==> src/rtl/rx_chan_scheduler_if.sv <==
// Bundle between the RX channel scheduler, the channel FIFO status and the packet builder.
// Handshake: pkt_start is a one-cycle grant pulse with no back-pressure; pkt_done is a one-cycle reply that is honoured only while the scheduler waits for it.
interface rx_chan_scheduler_if #(
  parameter int NUM_CHAN = 4,
  parameter int USEDW_W  = 10
);
  logic                           enable;
  logic [(NUM_CHAN+1)*USEDW_W-1:0] chan_usedw;
  logic [NUM_CHAN:0]              chan_empty;
  logic                           have_space;
  logic                           pkt_done;
  logic                           pkt_start;
  logic [3:0]                     pkt_chan;
  logic                           pkt_short;
  logic                           busy;
  logic [NUM_CHAN:0]              overrun;
  logic [NUM_CHAN:0]              hdr_overrun;
  logic [(NUM_CHAN+1)*16-1:0]     grant_count;
  logic [1:0]                     state_dbg;

  modport master (
    input  enable, chan_usedw, chan_empty, have_space, pkt_done,
    output pkt_start, pkt_chan, pkt_short, busy, overrun, hdr_overrun,
           grant_count, state_dbg
  );

  modport slave (
    output enable, chan_usedw, chan_empty, have_space, pkt_done,
    input  pkt_start, pkt_chan, pkt_short, busy, overrun, hdr_overrun,
           grant_count, state_dbg
  );
endinterface

==> src/rtl/rx_chan_scheduler.sv <==
// Per-packet RX channel scheduler: strict-priority control channel, round-robin data channels
// with watermark/age eligibility. Define RX_SCHED_STATS_EN to build per-channel grant counters.
module rx_chan_scheduler #(
  parameter int NUM_CHAN  = 4,
  parameter int USEDW_W   = 10,
  parameter int THRESHOLD = 504,
  parameter int AGE_MAX   = 4096
) (
  input  logic                rxclk,
  input  logic                reset,
  rx_chan_scheduler_if.master bus
);
  localparam int                 NC      = NUM_CHAN + 1;
  localparam logic [USEDW_W-1:0] THR     = USEDW_W'(THRESHOLD);
  localparam logic [15:0]        AGE_SAT = 16'(AGE_MAX);

  typedef enum logic [1:0] {
    IDLE    = 2'd0,
    GRANT   = 2'd1,
    WAIT    = 2'd2,
    HOLDOFF = 2'd3
  } state_t;

  state_t              state, state_nx;
  logic [USEDW_W-1:0]  usedw [NC];
  logic [NC-1:0]       ready;
  logic [NC-1:0]       overrun_q, hdr_overrun_q;
  logic [3:0]          rr_ptr, win_chan, pkt_chan_q;
  logic                win_found, win_short, grant;
  logic                pkt_start_q, pkt_short_q, busy_q;
  logic                hi_found, lo_found, hi_short, lo_short;
  logic [3:0]          hi_chan, lo_chan;

  for (genvar i = 0; i < NC; i++) begin : g_unpack
    assign usedw[i] = bus.chan_usedw[i*USEDW_W +: USEDW_W];
  end

  assign ready[NUM_CHAN] = ~bus.chan_empty[NUM_CHAN];

  // Age only runs on partial data; a full channel is already eligible and just holds its age.
  for (genvar i = 0; i < NUM_CHAN; i++) begin : g_age
    logic [15:0] age_q;
    assign ready[i] = ~bus.chan_empty[i] && (usedw[i] >= THR || age_q == AGE_SAT);
    always_ff @(posedge rxclk) begin
      if (reset) begin
        age_q <= '0;
      end else if (bus.chan_empty[i] || (grant && win_chan == 4'(i))) begin
        age_q <= '0;
      end else if (usedw[i] < THR && age_q != AGE_SAT) begin
        age_q <= age_q + 16'd1;
      end
    end
  end

  // Round robin: hi_* is the lowest ready channel at or above rr_ptr, lo_* the lowest overall (wrap case).
  always_comb begin
    hi_found = 1'b0;
    lo_found = 1'b0;
    hi_chan  = '0;
    lo_chan  = '0;
    hi_short = 1'b0;
    lo_short = 1'b0;
    for (int j = NUM_CHAN - 1; j >= 0; j--) begin
      if (ready[j]) begin
        lo_found = 1'b1;
        lo_chan  = 4'(j);
        lo_short = usedw[j] < THR;
        if (4'(j) >= rr_ptr) begin
          hi_found = 1'b1;
          hi_chan  = 4'(j);
          hi_short = usedw[j] < THR;
        end
      end
    end
  end

  always_comb begin
    win_found = ready[NUM_CHAN] | lo_found;
    win_chan  = lo_chan;
    win_short = lo_short;
    if (ready[NUM_CHAN]) begin
      win_chan  = 4'(NUM_CHAN);
      win_short = usedw[NUM_CHAN] < THR;
    end else if (hi_found) begin
      win_chan  = hi_chan;
      win_short = hi_short;
    end
  end

  always_comb begin
    state_nx = state;
    grant    = 1'b0;
    case (state)
      IDLE: begin
        if (bus.enable && bus.have_space && win_found) begin
          grant    = 1'b1;
          state_nx = GRANT;
        end
      end
      GRANT:   state_nx = WAIT;
      WAIT:    if (bus.pkt_done) state_nx = HOLDOFF;
      HOLDOFF: state_nx = IDLE;
      default: state_nx = IDLE;
    endcase
  end

  always_ff @(posedge rxclk) begin
    if (reset) begin
      state         <= IDLE;
      pkt_start_q   <= 1'b0;
      pkt_chan_q    <= '0;
      pkt_short_q   <= 1'b0;
      busy_q        <= 1'b0;
      rr_ptr        <= '0;
      hdr_overrun_q <= '0;
    end else begin
      state       <= state_nx;
      pkt_start_q <= grant;
      if (grant) begin
        pkt_chan_q    <= win_chan;
        pkt_short_q   <= win_short;
        busy_q        <= 1'b1;
        hdr_overrun_q <= overrun_q;
        if (!ready[NUM_CHAN]) begin
          rr_ptr <= (win_chan == 4'(NUM_CHAN - 1)) ? 4'd0 : win_chan + 4'd1;
        end
      end else if (state == WAIT && bus.pkt_done) begin
        busy_q <= 1'b0;
      end
    end
  end

  // Grant clear takes precedence over a same-edge overrun set on the granted channel.
  always_ff @(posedge rxclk) begin
    if (reset) begin
      overrun_q <= '0;
    end else begin
      for (int i = 0; i < NC; i++) begin
        if (grant && win_chan == 4'(i)) begin
          overrun_q[i] <= 1'b0;
        end else if (ready[i] && !bus.have_space) begin
          overrun_q[i] <= 1'b1;
        end
      end
    end
  end

`ifdef RX_SCHED_STATS_EN
  logic [NC-1:0][15:0] gcnt_q;
  always_ff @(posedge rxclk) begin
    if (reset) begin
      gcnt_q <= '0;
    end else begin
      for (int i = 0; i < NC; i++) begin
        if (pkt_start_q && pkt_chan_q == 4'(i) && gcnt_q[i] != 16'hffff) begin
          gcnt_q[i] <= gcnt_q[i] + 16'd1;
        end
      end
    end
  end
  assign bus.grant_count = gcnt_q;
`else
  assign bus.grant_count = '0;
`endif

  assign bus.pkt_start   = pkt_start_q;
  assign bus.pkt_chan    = pkt_chan_q;
  assign bus.pkt_short   = pkt_short_q;
  assign bus.busy        = busy_q;
  assign bus.overrun     = overrun_q;
  assign bus.hdr_overrun = hdr_overrun_q;
  assign bus.state_dbg   = state;
endmodule

==> src/flat_wrapper.sv <==
// flat-port wrapper written by rule: the top's interface ports become plain ports
module rx_chan_scheduler_flat 
#(
  parameter int NUM_CHAN  = 4,
  parameter int USEDW_W   = 10,
  parameter int THRESHOLD = 504,
  parameter int AGE_MAX   = 4096
)
  (rxclk, reset, bus_enable, bus_chan_usedw, bus_chan_empty, bus_have_space, bus_pkt_done, bus_pkt_start, bus_pkt_chan, bus_pkt_short, bus_busy, bus_overrun, bus_hdr_overrun, bus_grant_count, bus_state_dbg);
  rx_chan_scheduler_if #(.NUM_CHAN(NUM_CHAN), .USEDW_W(USEDW_W)) bus_i ();
  input  logic rxclk;
  input  logic reset;
  input wire logic [$bits(bus_i.enable)-1:0] bus_enable;
  input wire logic [$bits(bus_i.chan_usedw)-1:0] bus_chan_usedw;
  input wire logic [$bits(bus_i.chan_empty)-1:0] bus_chan_empty;
  input wire logic [$bits(bus_i.have_space)-1:0] bus_have_space;
  input wire logic [$bits(bus_i.pkt_done)-1:0] bus_pkt_done;
  output wire logic [$bits(bus_i.pkt_start)-1:0] bus_pkt_start;
  output wire logic [$bits(bus_i.pkt_chan)-1:0] bus_pkt_chan;
  output wire logic [$bits(bus_i.pkt_short)-1:0] bus_pkt_short;
  output wire logic [$bits(bus_i.busy)-1:0] bus_busy;
  output wire logic [$bits(bus_i.overrun)-1:0] bus_overrun;
  output wire logic [$bits(bus_i.hdr_overrun)-1:0] bus_hdr_overrun;
  output wire logic [$bits(bus_i.grant_count)-1:0] bus_grant_count;
  output wire logic [$bits(bus_i.state_dbg)-1:0] bus_state_dbg;
  assign bus_i.enable = bus_enable;
  assign bus_i.chan_usedw = bus_chan_usedw;
  assign bus_i.chan_empty = bus_chan_empty;
  assign bus_i.have_space = bus_have_space;
  assign bus_i.pkt_done = bus_pkt_done;
  assign bus_pkt_start = bus_i.pkt_start;
  assign bus_pkt_chan = bus_i.pkt_chan;
  assign bus_pkt_short = bus_i.pkt_short;
  assign bus_busy = bus_i.busy;
  assign bus_overrun = bus_i.overrun;
  assign bus_hdr_overrun = bus_i.hdr_overrun;
  assign bus_grant_count = bus_i.grant_count;
  assign bus_state_dbg = bus_i.state_dbg;
  rx_chan_scheduler #(.NUM_CHAN(NUM_CHAN), .USEDW_W(USEDW_W), .THRESHOLD(THRESHOLD), .AGE_MAX(AGE_MAX)) u_core (.rxclk(rxclk), .reset(reset), .bus(bus_i));
endmodule
==> config.mk <==
export PLATFORM = sky130hd
export DESIGN_NAME = rx_chan_scheduler_flat
export DESIGN_NICKNAME = d
export VERILOG_FILES = /design/src/rtl/rx_chan_scheduler_if.sv /design/src/rtl/rx_chan_scheduler.sv /design/src/flat_wrapper.sv
export SDC_FILE = /design/constraint.sdc
export NUM_CORES = 1
export LEC_CHECK = 0
export ABC_AREA = 0
export CORE_MARGIN = 5
export CORE_UTILIZATION = 48
export CTS_BUF_LIST = sky130_fd_sc_hd__clkbuf_8
export DETAILED_ROUTE_END_ITERATION = 6
export PLACE_DENSITY = 0.83
export SLEW_MARGIN = 5
export SYNTH_ARGS = -nofsm -noshare
export SYNTH_HDL_FRONTEND = slang
export SYNTH_SLANG_ARGS = --single-unit
==> constraint.sdc <==
create_clock -name rxclk -period 4 [get_ports rxclk]
set_clock_uncertainty 0.15 [all_clocks]
set_input_delay 0.4 -clock rxclk [delete_from_list [all_inputs] [get_ports rxclk]]
set_output_delay 0.4 -clock rxclk [all_outputs]
set_load 0.01 [all_outputs]
Word-level counts from Yosys, hierarchy flattened
Cells that the tools add are included.
- output and inout bits: 99
- register bits after elaboration: 87
- input port bits: 60
- $lt $le $gt $ge: 13
- reductions and logical operators: 44
- equal/unequal tests: 17
- bitwise logic cells: 6
- muxes and demuxes: 48
- add/sub/neg operators: 5
- operators by type and width (kind ; number):
    $add 16x1->16 const B ; 4
    $eq 16x13->1 const B ; 4
    $ne 16x13->1 const B ; 4
    $lt 10x9->1 const B ; 5
    $ge 10x9->1 const B ; 4
    $mux 4 ; 10
    $mux 1 ; 30
    $logic_and 1x1->1 ; 21
    $reduce_or 2->1 ; 9
    $mux 2 ; 7
    $eq 4x2->1 const B ; 2
    $ge 1x4->1 const A ; 2
    $ge 2x4->1 const A ; 2
    $logic_or 1x1->1 ; 8
    $pmux 2 s4 ; 1
    $not 1->1 ; 5
    $add 4x1->4 const B ; 1
    $eq 2x2->1 const B ; 2
    $eq 4x1->1 const B ; 1
    $eq 4x3->1 const B ; 1
    $logic_not 4->1 ; 1
    $reduce_and 2->1 ; 2
    $eq 2x1->1 const B ; 1
    $logic_not 2->1 ; 1
    other kinds (5) ; 5

Depth between registers and ports, before layout
- depth in word-level cells: 16
- gate-level depth with buffers: 14

Worst setup path before layout
No wires, ideal clock.
- kind: flip-flop to flip-flop
- from: register u_core.g_age[2].age_q[0]
- to: register u_core.g_age[3].age_q[9]
- period minus slack after synthesis: 2.951 ns
- stages on the path, launching flop included: 15
- data arrival time: 2.739 ns
- buffers on the path: 2
- path slack: 1.049 ns
- setup time: 0.063 ns
- cells stage by stage: dfxtp_1 > inv_1 > ha_1 > nor4b_1 > nand4_1 > and2_0 > clkbuf_1 > o21ai_0 > a21oi_1 > o21bai_1 > inv_1 > ha_1 > a211o_4 > buf_12 > nor2_2
- cells in the longest elaborated chain, start to end: 14
- elaborated cells between the ends (all ways): 29
- those cells by class: 2 x eq/ne; 20 x mux; 1 x bitwise; 6 x reduce/logical
- ends and longest elaborated chain (what ; RTL line ; text):
    start: declaration ; rx_chan_scheduler.sv:42 ; logic [15:0] age_q;
    start signal: assignment ; rx_chan_scheduler.sv:50 ; age_q <= age_q + 16'd1;
    $eq 16x13->1 * ; rx_chan_scheduler.sv:43 ; assign ready[i] = ~bus.chan_empty[i] && (usedw[i] >= THR || age_q == AGE_SAT);
    $logic_or 1x1->1 * ; rx_chan_scheduler.sv:43 ;
    $logic_and 1x1->1 * ; rx_chan_scheduler.sv:43 ;
    $mux 4 / $mux 1 (equally long branches) ; rx_chan_scheduler.sv:64 ; if (ready[j]) begin
    $mux 4 / $mux 1 (equally long branches) ; rx_chan_scheduler.sv:68 ; if (4'(j) >= rr_ptr) begin
    $mux 4 / $mux 1 (equally long branches) ; rx_chan_scheduler.sv:64 ;
    $mux 4 / $mux 1 (equally long branches) ; rx_chan_scheduler.sv:68 ;
    $mux 4 / $mux 1 (equally long branches) ; rx_chan_scheduler.sv:64 ;
    $mux 4 * ; rx_chan_scheduler.sv:84 ; end else if (hi_found) begin
    $mux 4 * ; rx_chan_scheduler.sv:81 ; if (ready[NUM_CHAN]) begin
    named net u_core.win_chan[0] ; rx_chan_scheduler.sv:28 ; logic [3:0] rr_ptr, win_chan, pkt_chan_q;
    $eq 4x2->1 * ; rx_chan_scheduler.sv:47 ; end else if (bus.chan_empty[i] || (grant && win_chan == 4'(i))) begin
    $logic_and 1x1->1 * ; rx_chan_scheduler.sv:47 ;
    $logic_or 1x1->1 * ; rx_chan_scheduler.sv:47 ;
    $reduce_or 2->1 (no line) * ; - ;
    end signal: assignment ; rx_chan_scheduler.sv:50 ;
    end: declaration ; rx_chan_scheduler.sv:42 ;
The timed path passes the listed nets; every way through them passes the cells marked *.
A chain may end at the register's enable or synchronous reset.

Final worst setup path
- from: register u_core.g_age[2].age_q[0]
- to: register u_core.g_age[3].age_q[3]
The elaborated chain is that of the path after synthesis.

==> results.ini <==
[status]
status = complete, no violations

[critical_path]
r2r-end = u_core.g_age[3].age_q[3]$_SDFFE_PP0P_
r2r-start = u_core.g_age[2].age_q[0]$_SDFFE_PP0P_
cp_max_fo = 16
crit_start = u_core.g_age[2].age_q[0]$_SDFFE_PP0P_
endpoint_kind = flop
r2r_cells = 12
start_kind = flop
crit_type = reg2reg
reg2reg_setup_slack_ns = 0.41
cp.arrival_ns = 3.73
cp_data_required_time_ns = 4.14

[floorplanning]
num_rows = 37
core_um2 = 10140
num_io_pins = 159
die-area_um2 = 12370
die_y_um = 111.2
die_w_um = 111.2
initial_core_util_pct = 48.53

[timing]
fin_tns_setup_ns = 0
period_share_pct = 89.65
rsz0062_at_grt = no
fin_crit_ns = 3.586
hold_ws_ns = 0.3172
slew_viol_final = 0
tightestPinTransition_ns = 0.9029
fmax_ghz = 0.2789
finalSetupViolations = 0
relSlewSlack_pct = 39.62
finalHoldViolCount = 0

[synthesis]
syn_area_um2 = 4920
yosys.area.top_type = dfxtp_1
avgSynthCellArea_um2 = 8.512
synth_area_leaders = dfxtp_1 (35%), buf_4 (12%), nor2_1 (6.6%)
yosysUniqueCellTypes = 54
syn_inst = 578
ys_warn_count = 0
synth_edf_count = 0
synthDominantCellAreaShare_pct = 34.99
synth_top_flop_cell = dfxtp_1
ys_ff_latch = 86
synth_seq_area_share_pct = 34.99
synth-async-reset-ratio_pct = 0

[placement]
portBuffers = 62
gp_congestion = 0.8680
dp_hpwl_um = 7597
dp_cells = 764

[worst_hold_path]
hp-class = reg2reg
hold_path.startpoint = u_core.bus.busy$_SDFFE_PP0P_
min_to = u_core.bus.busy$_SDFFE_PP0P_
min_path_cells = 2

[clock_tree]
post_cts_buffers = 0
clock_path_buffers = 2
cts-htree-levels = 3
hold_buffers = 0
clock-sinks = 86
ctsResizeCount = 0
numCtsBuffers = 9
cts_tree = built
clk_latency_ns = 0.36
root_buffer = clkbuf_8
clk_pin_slew_worst_paths_ns = 0.09

[cells_and_area]
syn_to_final_growth_pct = 11.80
final_layout_size_suffix_gt1_share_pct = 7.165
diodes = 0
layout_common_cells = nor2_1 (86), dfxtp_1 (86), conb_1 (81)
final_net_count = 714
finalNonFillerCells = 778

[detailed_routing]
wl_per_cell_um = 12.89
vias_per_cell = 4.999
ant_nets = 0
vias = 3889
route.detailed.drc = 0
drt_pass1_iterations = 4
drt_iter0_drc = 210
wirelength_um = 10030

[pwr]
power_switching_mw = 0.5168
clockPowerShare_pct = 30.1
p_comb_share_pct = 19.1
ir_drop_mv = 0.2927
seqPwrFrac_pct = 50.7
swShare_pct = 29.06
internal_power_mw = 1.261
p_leak_nw = 2.041
powerDensity_nw_per_um2 = 323.3

[grt]
top_usage_layer = met2
met3_usage_pct = 4.531
grt_pass1_wl_um = 16400
grt_remaining_overflow = 0
gr-usage-met1_pct = 17.23
grt_max_degree = 25
antenna_found_initial = 0
grt_pass1_vias = 3798
gr-usage-met2_pct = 28.03
track_usage_pct = 15.81

[run]
drv_cap = 0

metrics by stage:
| step | worst slack (ns) | area (um2) | power [mW] | utilization, % |
|---|---|---|---|---|
| floorplan | 1.049 | 5220 | 1.182 | - |
| global placement | 0.5483 | 5338 | 1.238 | 52.65 |
| detailed placement | 0.4785 | 5338 | 1.256 | 52.65 |
| CTS | 0.4353 | 5500 | 1.787 | 54.25 |
| global route | 0.1885 | 5500 | 1.863 | 54.25 |
| finish | 0.4140 | 5500 | 1.778 | 54.25 |
power by group through the flow:
stage                     clock, mW  combinational [mW]  sequential (mW)
after floorplan                   0               0.256            0.926
after global placement            0               0.317            0.920
after detailed placement          0               0.335            0.921
after CTS                     0.549               0.336            0.902
after global routing          0.590               0.367            0.905
final                         0.536               0.340            0.902
worst max-delay path by stage:
stage / end / slack [ns]
final: u_core.g_age[3].age_q[3]$_SDFFE_PP0P_ / 0.41
after CTS: u_core.g_age[3].age_q[3]$_SDFFE_PP0P_ / 0.44
after detailed placement: u_core.g_age[3].age_q[3]$_SDFFE_PP0P_ / 0.48
after global routing: u_core.g_age[3].age_q[9]$_SDFFE_PP0P_ / 0.19
after floorplan: u_core.g_age[3].age_q[9]$_SDFFE_PP0P_ / 1.05
after global placement: u_core.g_age[3].age_q[4]$_SDFFE_PP0P_ / 0.55
critical path, stage by stage (launching register included):
cell	delay, ns
dfxtp_1	0.36
inv_1	0.07
ha_1	0.14
nor4b_1	0.31
nand4_1	0.34
and2_0	0.37
o21ai_0	0.28
a21oi_1	0.12
o21bai_1	0.38
inv_1	0.14
ha_1	0.26
a211o_4	0.45
nor2_1	0.15
synthesized netlist by cell type (2+ instances only):
master     n
nand3b_1   2
nor2_2     9
a21oi_4    2
nor3_1     5
buf_4     81
nor4_1     8
dfxtp_1   86
and3_1    10
nand4_1   12
o31ai_1    2
ha_1      15
and4_1     4
o21ai_0    6
and2_1    12
a221oi_1   3
nand2_1   46
a21o_2     2
nor4b_1    5
nor3b_1    3
a31oi_4    3
xnor2_1   24
mux2i_1    2
clkbuf_1   6
xor2_1    36
buf_2      3
o21a_1     3
a21oi_2    2
and4_4     3
a211oi_1   7
a211o_2    3
nor2_1    86
a21oi_1   20
nand3_1   27
inv_1     20
routing by layer:
layer	vias to the layer above	part of all wire, %
met3	18	6.4
met5	-	0
met1	1843	40
li1	1896	-
met4	0	2.1
met2	132	52
cell families (layout without fill, tap and decap cells):
kind of cell,after synthesis,in the layout,share of synthesized area (%)
other,1,81,0.07622
AO/OA/AOI/OAI,64,64,10.50
flip-flops,86,86,34.99
XOR/XNOR,60,60,10.68
AND/OR/NAND/NOR,237,237,24.16
multiplexers,2,2,0.4069
adder cells (fa/ha/maj),15,15,3.815
buffers and inverters,113,97,15.36
flip-flops by register name (all words and copies together), names as in the netlist:
name	cells
u_core.bus.pkt_short	1
u_core.bus.busy	1
u_core.bus.overrun	5
u_core.bus.hdr_overrun	5
u_core.g_age.age_q	64
u_core.rr_ptr	4
u_core.bus.pkt_start	1
u_core.bus.pkt_chan	3
u_core.bus.state_dbg	2
cell type report:
| class | instances | area (um2) |
|---|---|---|
| Clock buffer | 10 | 137.6 |
| Clock inverter | 4 | 25.02 |
| Fill cell | 924 | 4638 |
| Inverter | 20 | 75.07 |
| Multi-Input combinational cell | 459 | 2743 |
| Sequential cell | 86 | 1722 |
| Tap cell | 136 | 170.2 |
| Timing Repair Buffer | 63 | 628.1 |
(Power assumes the default switching activity.)
